<file path="src/rtl/disp_scan_ctrl.sv">
// 8-digit seven-segment scan controller with a double-buffered display value; outputs registered, no skew.
// load_ready stays low from an accepted load until that value commits at frame end; DISP_SCAN_LZB_EN adds leading-zero blanking.
module disp_scan_ctrl #(
  parameter int unsigned CLK_DIV   = 100000,
  parameter int unsigned BLANK_CYC = 2000
) (
  input  logic        clock,
  input  logic        reset,
  input  logic [31:0] load_data,
  input  logic        load_valid,
  output logic        load_ready,
  input  logic [7:0]  digit_en,
  input  logic [2:0]  bright,
  output logic [2:0]  digit_sel,
  output logic [3:0]  nibble,
  output logic [7:0]  anodes,
  output logic        frame_done
);

  localparam int unsigned   CW        = (CLK_DIV > 1) ? $clog2(CLK_DIV) : 1;
  localparam logic [CW-1:0] SLOT_LAST = CW'(CLK_DIV - 1);
  localparam logic [35:0]   BLANK_X   = 36'(BLANK_CYC);
  localparam logic [35:0]   SPAN_X    = 36'(CLK_DIV - BLANK_CYC);

  logic [CW-1:0] slot_cnt_q,   slot_cnt_d;
  logic [2:0]    digit_sel_q,  digit_sel_d;
  logic [31:0]   active_q,     active_d;
  logic [31:0]   shadow_q,     shadow_d;
  logic          pending_q,    pending_d;
  logic          load_ready_q, load_ready_d;
  logic [7:0]    anodes_q,     anodes_d;
  logic [3:0]    nibble_q,     nibble_d;
  logic          frame_done_q, frame_done_d;

  logic          frame_end;
  logic          xfer;
  logic [35:0]   win_w;
  logic [35:0]   slot_x;
  logic          lzb_dark;
  logic          lit;

  always_comb begin
    frame_end = (slot_cnt_q == SLOT_LAST) && (digit_sel_q == 3'd7);
    xfer      = load_valid && load_ready_q;

    if (slot_cnt_q == SLOT_LAST) begin
      slot_cnt_d  = '0;
      digit_sel_d = digit_sel_q + 3'd1;
    end else begin
      slot_cnt_d  = slot_cnt_q + CW'(1);
      digit_sel_d = digit_sel_q;
    end

    // Commit and capture cannot collide: capture needs pending clear, commit needs it set.
    active_d  = active_q;
    shadow_d  = shadow_q;
    pending_d = pending_q;
    if (frame_end && pending_q) begin
      active_d  = shadow_q;
      pending_d = 1'b0;
    end
    if (xfer) begin
      shadow_d  = load_data;
      pending_d = 1'b1;
    end
    load_ready_d = !pending_d;

    win_w = (SPAN_X * (36'(bright) + 36'd1)) >> 3;
    if (win_w == 36'd0) begin
      win_w = 36'd1;
    end
    slot_x = 36'(slot_cnt_d);

`ifdef DISP_SCAN_LZB_EN
    lzb_dark = (digit_sel_d != 3'd0) && ((active_d >> {digit_sel_d, 2'b00}) == 32'd0);
`else
    lzb_dark = 1'b0;
`endif

    // Outputs are computed from next-state so digit_sel, nibble and anodes move on the same edge.
    lit = (slot_x >= BLANK_X) && (slot_x < BLANK_X + win_w) &&
          digit_en[digit_sel_d] && !lzb_dark;
    anodes_d = 8'hFF;
    if (lit) begin
      anodes_d[digit_sel_d] = 1'b0;
    end
    nibble_d     = active_d[{digit_sel_d, 2'b00} +: 4];
    frame_done_d = (slot_cnt_d == SLOT_LAST) && (digit_sel_d == 3'd7);
  end

  always_ff @(posedge clock) begin
    if (reset) begin
      slot_cnt_q   <= '0;
      digit_sel_q  <= 3'd0;
      active_q     <= 32'd0;
      shadow_q     <= 32'd0;
      pending_q    <= 1'b0;
      load_ready_q <= 1'b1;
      anodes_q     <= 8'hFF;
      nibble_q     <= 4'd0;
      frame_done_q <= 1'b0;
    end else begin
      slot_cnt_q   <= slot_cnt_d;
      digit_sel_q  <= digit_sel_d;
      active_q     <= active_d;
      shadow_q     <= shadow_d;
      pending_q    <= pending_d;
      load_ready_q <= load_ready_d;
      anodes_q     <= anodes_d;
      nibble_q     <= nibble_d;
      frame_done_q <= frame_done_d;
    end
  end

  assign load_ready = load_ready_q;
  assign digit_sel  = digit_sel_q;
  assign nibble     = nibble_q;
  assign anodes     = anodes_q;
  assign frame_done = frame_done_q;

endmodule

</file>
<file path="config.mk">
export PLATFORM = sky130hd
export DESIGN_NAME = disp_scan_ctrl
export DESIGN_NICKNAME = d
export VERILOG_FILES = /design/src/rtl/disp_scan_ctrl.sv
export SDC_FILE = /design/constraint.sdc
export NUM_CORES = 1
export LEC_CHECK = 0
export BUFFER_PORTS_ARGS = -buffer_cell sky130_fd_sc_hd__buf_2
export CAP_MARGIN = 0
export CORE_UTILIZATION = 58
export CTS_CLUSTER_SIZE = 25
export DETAILED_ROUTE_END_ITERATION = 6
export PLACE_DENSITY_LB_ADDON = 0.2
export SLEW_MARGIN = 20
export SYNTH_ARGS = -nofsm -noshare
export SYNTH_HDL_FRONTEND = slang
export SYNTH_SLANG_ARGS = --single-unit
export TNS_END_PERCENT = 20
</file>
<file path="constraint.sdc">
create_clock -name clock -period 6.4 [get_ports clock]
set_input_delay 0.64 -clock clock [delete_from_list [all_inputs] [get_ports clock]]
set_output_delay 0.64 -clock clock [all_outputs]
set_load 0.1 [all_outputs]
</file>
* Word-level counts from Yosys, hierarchy flattened
Index checks and enable logic that the tools add are counted.
** Word-level totals
- Flip-flop bits (word level) :: 99
- Output and inout bits :: 17
- Logic and storage cells :: 45
- Input port bits :: 46
** Operators by class
- Reductions and logical operators :: 10
- Eq/ne operators :: 4
- Bitwise logic cells :: 2
- $add $sub $neg :: 4
- $mul :: 1
- Magnitude comparators :: 4
- Shift operators :: 1
- Multiplexer cells :: 10
** Operators with widths (count)
- adder 11 x 36 -> 36 bit (first input constant) :: 1
- logical NOT 36 bit :: 1
- < comparator 17 x 36 -> 1 bit :: 1
- equality test 17 bit (second input constant) :: 2
- two-way mux 32 bit :: 1
- indexed part select 32 x 6 -> 4 bit :: 1
- two-way mux 18 bit :: 1
- adder 17 x 1 -> 17 bit (second input constant) :: 1
- >= comparator 17 x 11 -> 1 bit (second input constant) :: 1
- multiplier 13 x 4 -> 17 bit (first input constant) :: 1
- two-way mux 17 bit :: 1
- NOT 8 bit :: 1
- logical AND 1 bit :: 7
- equality test 3 bit (second input constant) :: 2
- adder 3 x 1 -> 4 bit (second input constant) :: 1
- < comparator 3 x 4 -> 1 bit (second input constant) :: 1
- two-way mux 1 bit :: 4
- adder 3 x 1 -> 3 bit (second input constant) :: 1
- binary-select mux 1 bit (select 3 bit) :: 1
- demux 1 bit (select 3 bit) :: 1
- >= comparator 3 x 1 -> 1 bit (second input constant) :: 1
- two-way mux 3 bit :: 1
- OR reduction 2 bit :: 1
- logical NOT 1 bit :: 1
- NOT 1 bit :: 1

* Depth between registers and ports, before layout
Gate-level depths: netlist (run 1).
- Depth in word-level cells :: 10
- Mapped depth :: 24
- Mapped depth without buffers :: 23

* Worst setup path after synthesis (run 1)
No wires, ideal clock.
- Kind :: input -> register
- Start point :: input port bright[0]
- End point :: register anodes_q[0], in the netlist anodes[0]
- Arrival :: 5.776 ns
- Data required time :: 6.263 ns
- Setup slack :: 0.487 ns
- Setup time :: 0.137 ns
- Buffers on the path :: 1
- Stages :: 23
- Cell sequence :: ha_1 -> xor2_1 -> fa_1 -> inv_1 -> fa_1 -> ha_1 -> buf_2 -> a21oi_1 -> nand2_1 -> o41ai_1 -> xnor2_1 -> o2111ai_1 -> nor2_1 -> xor2_1 -> ha_1 -> nand4_1 -> nor4_1 -> nor2b_1 -> a2111oi_0 -> o41ai_1 -> a21o_1 -> o22ai_1 -> nand2_1
** Between the ends
- Cells in the longest elaborated chain, start to end :: 10
** RTL lines
- start: declaration :: line 13 : input logic [2:0] bright,
- adder 3 x 1 -> 4 bit (*) :: line 68 : win_w = (SPAN_X * (36'(bright) + 36'd1)) >> 3;
- multiplier 13 x 4 -> 17 bit (*) :: line 68
- logical NOT 36 bit :: line 69 : if (win_w == 36'd0) begin
- two-way mux 18 bit (*) :: line 69
- adder 11 x 36 -> 36 bit (*) :: line 81 : lit = (slot_x >= BLANK_X) && (slot_x < BLANK_X + win_w) &&
- < comparator 17 x 36 -> 1 bit (*) :: line 81
- logical AND 1 bit (*) (2 in series) :: line 81
- NOT 1 bit (no line) (*)
- OR reduction 2 bit (no line) (*)
- end signal: assignment :: line 109 : anodes_q <= anodes_d;
- end: declaration :: line 31 : logic [7:0] anodes_q, anodes_d;
Every way passes the cells marked *; elsewhere a longest branch is shown, timed or not.
A chain may end at the register's enable or synchronous reset.

* Final worst setup path (run 1)
- Start point :: input port bright[1]
- End point :: register anodes_q[2], in the netlist anodes[2]
Same word-level chain as after synthesis.

==> qor.csv, run 1 <==
stage,metric,value,unit
place,routability cong.,0.939,
sta,Hold Slack,0.459,ns
sta,RSZ-0062 raised after global routing,false,
cts,post-CTS sizing,0,
sta,setup TNS,0,ns
cts,CTS Hold Bufs,0,
die,initial core utilization,59.5,%
drt,antenna-violating nets left,0,
worst_setup_path,R2R Path End,nibble[3]$_SDFF_PP0_,
drt,final WL,14700,um
sta,Hold Fails Final Rpt,0,
min_path,Worst Hold Launch,shadow_q[11]$_SDFFE_PP0P_,
global_route,overflow left after global routing,0,
cts,CTS root buf,clkbuf_8,
min_path,Tightest Hold Check Type,flip-flop to flip-flop,
cells_and_area,synthesis-to-layout area growth,8.84,%
place,HPWL after DPL,11000,um
power_and_ir_drop,Pleak,3.05,nW
run_status,status,"complete, no violations",
cts,Skew-Pair Late Insertion Delay,0.36,ns
global_route,largest net degree at the start of global routing,89,
cells_and_area,final net count,871,
yosys,Post-Syn Nets,832,
cts,# clock sinks,99,
drt,Residual DRC,0,
power_and_ir_drop,Pwr Total,1.65,mW
worst_setup_path,"Max FO, Critical Path",9,
die,Die Wd,105,um
die,Die ar.,0.0110,mm2
cts,TritonCTS clock tree,built,
sta,relative slew slack,25.7,%
cells_and_area,layout cells sized above 1,16.2,%
yosys,cell taking the most area after synthesis,dfxtp_1,
sta,Max Fclk,173,MHz
yosys,top cell type's share of synthesized area,32.4,%
sta,Slew @ Worst Pin,1.11,ns
sta,crit path time final,5.79,ns
global_route,initial antenna violation count,0,
yosys,register area share after synthesis,32.4,%
yosys,register bit total from synthesis,99,
worst_setup_path,Reg2Reg Launch Point,slot_cnt_q[0]$_SDFF_PP0_,
yosys,prevailing post-synth register cell,dfxtp_1,
cts,clk buf depth,2,
power_and_ir_drop,P per Cell Area,249,mW/mm2
min_path,WHS Path Cells,2,
sta,fin crit share,90.4,%
worst_setup_path,data required time of the worst path,6.63,ns
global_route,all-layer global routing usage,27.2,%
worst_setup_path,reg2reg setup slack,2.35,ns
cts,H-tree depth,3,
worst_setup_path,Critical Path End Type,flip-flop,
cts,"Setup Fix Bufs, Post-CTS",0,
worst_setup_path,crit path DAT,6.02,ns
yosys,post-synth design cell area,0.00612,mm2
sta,Layout Skew,0.0164,ns
sta,Finish-stage setup viols,0,
yosys,synthesized instance count,732,
cts,total CTS buffers,9,
worst_setup_path,worst-case reg-to-reg path depth,8,
power_and_ir_drop,Peak VDD IR,0.134,mV
flow_run,number of max-cap violations,0,
worst_setup_path,critical path type,input pin to flip-flop,
drt,via count,5327,
cells_and_area,diode count,0,
sta,final slew viol count,0,
yosys,async set-reset flop share out of synthesis,0,%
worst_setup_path,crit start category,input pin,
min_path,Worst Hold Endpoint,shadow_q[11]$_SDFFE_PP0P_,
yosys,library cells used by synthesis,79,
yosys,Mapped Avg Cell Area,8.36,um2
yosys,Post-synth EDFFs,0,
die,core area,0.0103,mm2
drt,wire per inst,16.1,um
cells_and_area,"most common cell after layout, fill and taps aside",nand2_1,
drt,Via-to-Cell Ratio,5.84,
die,I/O pin count,63,
die,row count,37,
cells_and_area,most frequent cells in the layout,"nand2_1, dfxtp_1, nor2_1",
cts,Clock transition at path regs,0.10,ns
yosys,"top cells by area, synth","dfxtp_1, ha_1, nand2_1",
global_route,vias in the first global route,5112,
yosys,Syn. warnings,0,
global_route,first-pass GRT wire length,24000,um
drt,Initial DRT Pass Iterations,5,
drt,Iter 0 DRT Violations,329,
place,Port-buffer cells,62,
die,die height,105,um
[through the flow]
stage	instance area (um2)	setup slack [ns]	utilization (%)	instances
finish	6660	0.611	64.8	912
global route	6660	0.0545	64.8	912
CTS	6640	0.454	64.6	912
detailed placement	6440	0.116	62.6	896
global placement	6430	0.332	62.6	896
floorplan	6120	0.487	-	732
[area by class of cell]
cell class	count	area [um2]
Inverter	34	128
Clock buffer	9	124
Multi-Input combinational cell	559	3810
Timing Repair Buffer	68	355
Clock inverter	7	82.6
Sequential cell	99	1980
Fill cell	933	3620
Tap cell	136	170
[how the worst max path moves through the flow]
stage | endpoint | slack [ns] | start
after detailed placement | anodes[2]$_SDFF_PP1_ | 0.12 | bright[0]
final | anodes[2]$_SDFF_PP1_ | 0.61 | bright[1]
after global placement | anodes[1]$_SDFF_PP1_ | 0.33 | bright[0]
after floorplan | anodes[0]$_SDFF_PP1_ | 0.49 | bright[0]
after global routing | anodes[2]$_SDFF_PP1_ | 0.05 | bright[1]
after CTS | anodes[2]$_SDFF_PP1_ | 0.45 | bright[0]
[worst max-delay path: stages]
cell and delay, ns:
buf_2 0.14, inv_1 0.07, ha_1 0.36, inv_1 0.09, fa_1 0.48, fa_1 0.51
inv_1 0.05, ha_1 0.42, nand4_1 0.17, o22ai_1 0.12, o41ai_1 0.41, xnor2_1 0.22
o2111ai_1 0.25, nor2_1 0.19, xor2_1 0.18, ha_1 0.26, nand4_1 0.13, nor4_1 0.09
nor2b_1 0.13, a2111oi_0 0.30, o41ai_1 0.16, a21o_1 0.21, o22ai_2 0.32, nand2_1 0.09
[Yosys cell counts, drive strengths merged (3+ instances only)]
| library cell | number |
|---|---|
| nand2 | 111 |
| dfxtp | 99 |
| nor2 | 79 |
| a21oi | 55 |
| ha | 46 |
| mux2i | 37 |
| inv | 34 |
| clkbuf | 25 |
| nor3 | 22 |
| o22ai | 22 |
| xnor2 | 17 |
| buf | 15 |
| nand3 | 15 |
| xor2 | 15 |
| nor4 | 13 |
| nand4 | 10 |
| o21ai | 9 |
| fa | 8 |
| nor2b | 7 |
| and3 | 6 |
| nand2b | 6 |
| or4 | 6 |
| a2111oi | 5 |
| a211oi | 5 |
| a21o | 5 |
| and2 | 4 |
| nor4b | 4 |
| o211ai | 4 |
| o31a | 4 |
| a31oi | 3 |
| and4 | 3 |
| o21a | 3 |
| or2 | 3 |
[power by group]
group | internal [mW] | total [mW] | leakage [nW] | switching [mW]
Combinational | 0.235 | 0.605 | 2.14 | 0.370
Clock | 0.188 | 0.410 | 0.104 | 0.223
Sequential | 0.630 | 0.640 | 0.804 | 0.00906
Total | 1.05 | 1.65 | 3.05 | 0.602
[state kept, by name, summed over array words and instances (netlist names)]
name and flops:
active_q 32, anodes 8, digit_sel 3, frame_done 1, load_ready 1, nibble 4, pending_q 1, shadow_q 32
slot_cnt_q 17
[kinds of logic (layout without fill, tap and decap cells)]
family	Yosys count	in the layout	synth area share, %
and+or+nand+nor	296	296	23.8
AOI/OAI and AO/OA	139	139	15.4
muxes	38	38	6.24
DFF	99	99	32.4
buffers and inverters	74	118	5.54
adders and majority gates	54	54	12.0
xor gates and xnor gates	32	32	4.58
[layer usage]
layer  track usage (%)  part of all wire (%)  wire, um  vias to the layer above
met5                 0                     0         0                        -
met2              46.0                    48      7080                      153
met3              4.68                   5.2       767                       30
li1                  -                     -         -                     2658
met1              34.3                    44      6430                     2486
met4              11.4                   2.6       374                        0
No activity file was read; power rests on OpenSTA's default activity.
==> run 2: changes to the inputs <==
- CELL_PAD_IN_SITES_DETAIL_PLACEMENT: unset -> 1
- CELL_PAD_IN_SITES_GLOBAL_PLACEMENT: unset -> 1
- CORE_ASPECT_RATIO: unset -> 1.75
- CORE_UTILIZATION: 58 -> 45
==> run 2 against run 1 <==
Net effect:
- register-to-register slack lost 0.12 ns
- cell area rose by 2.6%
- power rose by 9.4%
- critical path depth stayed put
- fmax down 5.1%
- clock skew is 0.0051 ns lower
- largest power group is now combinational logic
- clock power grew 27%
==> qor.csv, run 2 (same netlist as run 1, synthesis figures left out) <==
stage,metric,value,unit
sta,relative slew slack,46.7,%
power_and_ir_drop,P per Cell Area,265,mW/mm2
cells_and_area,most frequent cells in the layout,"nand2_1, dfxtp_1, nor2_1",
die,Die Wd,90.1,um
sta,crit path time final,6.10,ns
global_route,first-pass GRT wire length,30100,um
power_and_ir_drop,Peak VDD IR,0.166,mV
worst_setup_path,Crit path largest cell delay,0.58,ns
worst_setup_path,crit start category,input pin,
die,Die ar.,0.0141,mm2
worst_setup_path,data required time of the worst path,6.61,ns
die,die height,156,um
cts,TritonCTS clock tree,built,
worst_setup_path,worst-path cell chain,buf_2 > ha_1 > xor2_1 > buf_4 > ha_1 > ha_1 > xnor2_1 > ha_1 > and2_1 > o21ai_1 > nand3_1 > o311ai_1 > o2111ai_1 > nor2_1 > xor2_1 > ha_1 > nand4_1 > nor4_1 > nor2b_1 > a2111oi_0 > o41ai_1 > a21o_1 > o22ai_2 > nand2_1,
cts,Skew-Pair Late Insertion Delay,0.34,ns
cts,H-tree depth,3,
min_path,Tightest Hold Check Type,flip-flop to flip-flop,
cells_and_area,"most common cell after layout, fill and taps aside",nand2_1,
cells_and_area,Final Cell Area,0.00683,mm2
cts,total CTS buffers,9,
min_path,Worst Hold Launch,shadow_q[9]$_SDFFE_PP0P_,
cts,# clock sinks,99,
sta,Hold Slack,0.460,ns
sta,Max Fclk,164,MHz
place,Port-buffer cells,62,
cells_and_area,layout cells sized above 1,16.2,%
drt,Residual DRC,0,
worst_setup_path,"Max FO, Critical Path",8,
worst_setup_path,reg2reg setup slack,2.23,ns
global_route,vias in the first global route,5916,
cts,clk buf depth,2,
worst_setup_path,worst path bufs/invs,2,
cts,Clock transition at path regs,0.07,ns
cells_and_area,diode count,0,
global_route,largest net degree at the start of global routing,72,
cells_and_area,final net count,877,
place,Post-DP Area,0.00654,mm2
place,HPWL after DPL,15300,um
global_route,initial antenna violation count,0,
power_and_ir_drop,Pleak,3.11,nW
cells_and_area,biggest regs,"active_q (32), shadow_q (32), slot_cnt_q (17)",
place,routability cong.,0.982,
cells_and_area,final core occ,51.3,%
worst_setup_path,crit path from,bright[0],
worst_setup_path,Crit path max-delay family,compound AO/OA/AOI/OAI gates,
sta,RSZ-0062 raised after global routing,false,
run_status,status,"complete, no violations",
drt,Initial DRT Pass Iterations,4,
drt,final WL,19100,um
cells_and_area,synthesis-to-layout area growth,11.6,%
sta,Finish-stage setup viols,0,
power_and_ir_drop,Pwr Total,1.81,mW
drt,Iter 0 DRT Violations,149,
die,core area,0.0133,mm2
sta,final slew viol count,0,
worst_setup_path,critical path type,input pin to flip-flop,
worst_setup_path,crit path DAT,6.30,ns
sta,Layout Skew,0.0113,ns
drt,antenna-violating nets left,0,
die,row count,56,
die,initial core utilization,45.9,%
global_route,overflow left after global routing,0,
worst_setup_path,Reg2Reg Launch Point,slot_cnt_q[0]$_SDFF_PP0_,
drt,wire per inst,19.9,um
cts,CTS Hold Bufs,0,
worst_setup_path,Worst path most repeated cell,ha_1,
sta,Slew @ Worst Pin,0.800,ns
flow_run,number of max-cap violations,0,
drt,via count,5594,
worst_setup_path,Crit-path slowest cell,o311ai_1,
worst_setup_path,Critical Path End Type,flip-flop,
sta,fin crit share,95.3,%
sta,Hold Fails Final Rpt,0,
global_route,all-layer global routing usage,27.5,%
drt,Via-to-Cell Ratio,5.85,
cells_and_area,filler cell count,1634,
die,I/O pin count,63,
cts,CTS root buf,clkbuf_16,
==> run 2: final cells by class <==
type                            count  area [um2]  share of cell area [%]
Multi-Input combinational cell    559        3810                    55.7
Sequential cell                    99        1980                    29.0
Timing Repair Buffer               74         408                    5.97
Clock buffer                       10         229                    3.35
Tap cell                          174         218                    3.19
Inverter                           34         128                    1.87
Clock inverter                      6        57.6                   0.843
==> run 2: what timing repair did <==
action,4_1_cts,5_1_grt
setup endpoints to repair,0,8
setup buffers,0,0
gates resized for setup,0,1
==> run 2: path summary, 6_finish.rpt <==
check	end	cells past startpoint
worst max register to register	anodes[5]$_SDFF_PP1_	14
worst min register to register	shadow_q[9]$_SDFFE_PP0P_	2
worst max-delay path	anodes[5]$_SDFF_PP1_	24
worst min-delay path	shadow_q[9]$_SDFFE_PP0P_	2
==> run 2: power by group <==
group / internal [mW] / switching [mW] / total [mW]
Combinational: 0.244 / 0.403 / 0.647
Sequential: 0.630 / 0.0107 / 0.641
Clock: 0.273 / 0.248 / 0.521
==> run 2: worst register-to-register path, cell delays in order, from the launching register on <==
cell       delay, ns
dfxtp_1         0.49
ha_1            0.36
nand4_2         0.24
or4_1           0.54
xor2_1          0.29
inv_1           0.19
ha_1            0.38
nand4_1         0.16
nor4_1          0.09
nor2b_1         0.13
a2111oi_0       0.34
o41ai_1         0.16
a21o_1          0.21
o22ai_2         0.34
nand2_1         0.11
==> run 2: stage by stage <==
step           cells  setup TNS [ns]  setup WS [ns]
6_report         956               0          0.303
4_1_cts          956               0          0.192
3_3_place_gp     939               0          0.156
3_5_place_dp     940          -0.931         -0.136
5_1_grt          956               0         0.0108
2_1_floorplan    732               0          0.487
==> run 2: per-layer routing <==
metal | share of wire [%] | vias to the layer above | global-route usage [%]
met4 | 7.8 | 0 | 19.2
met1 | 34 | 2746 | 25.0
li1 | - | 2665 | -
met3 | 2.1 | 63 | 3.11
met5 | 0 | - | 0
met2 | 56 | 120 | 55.5
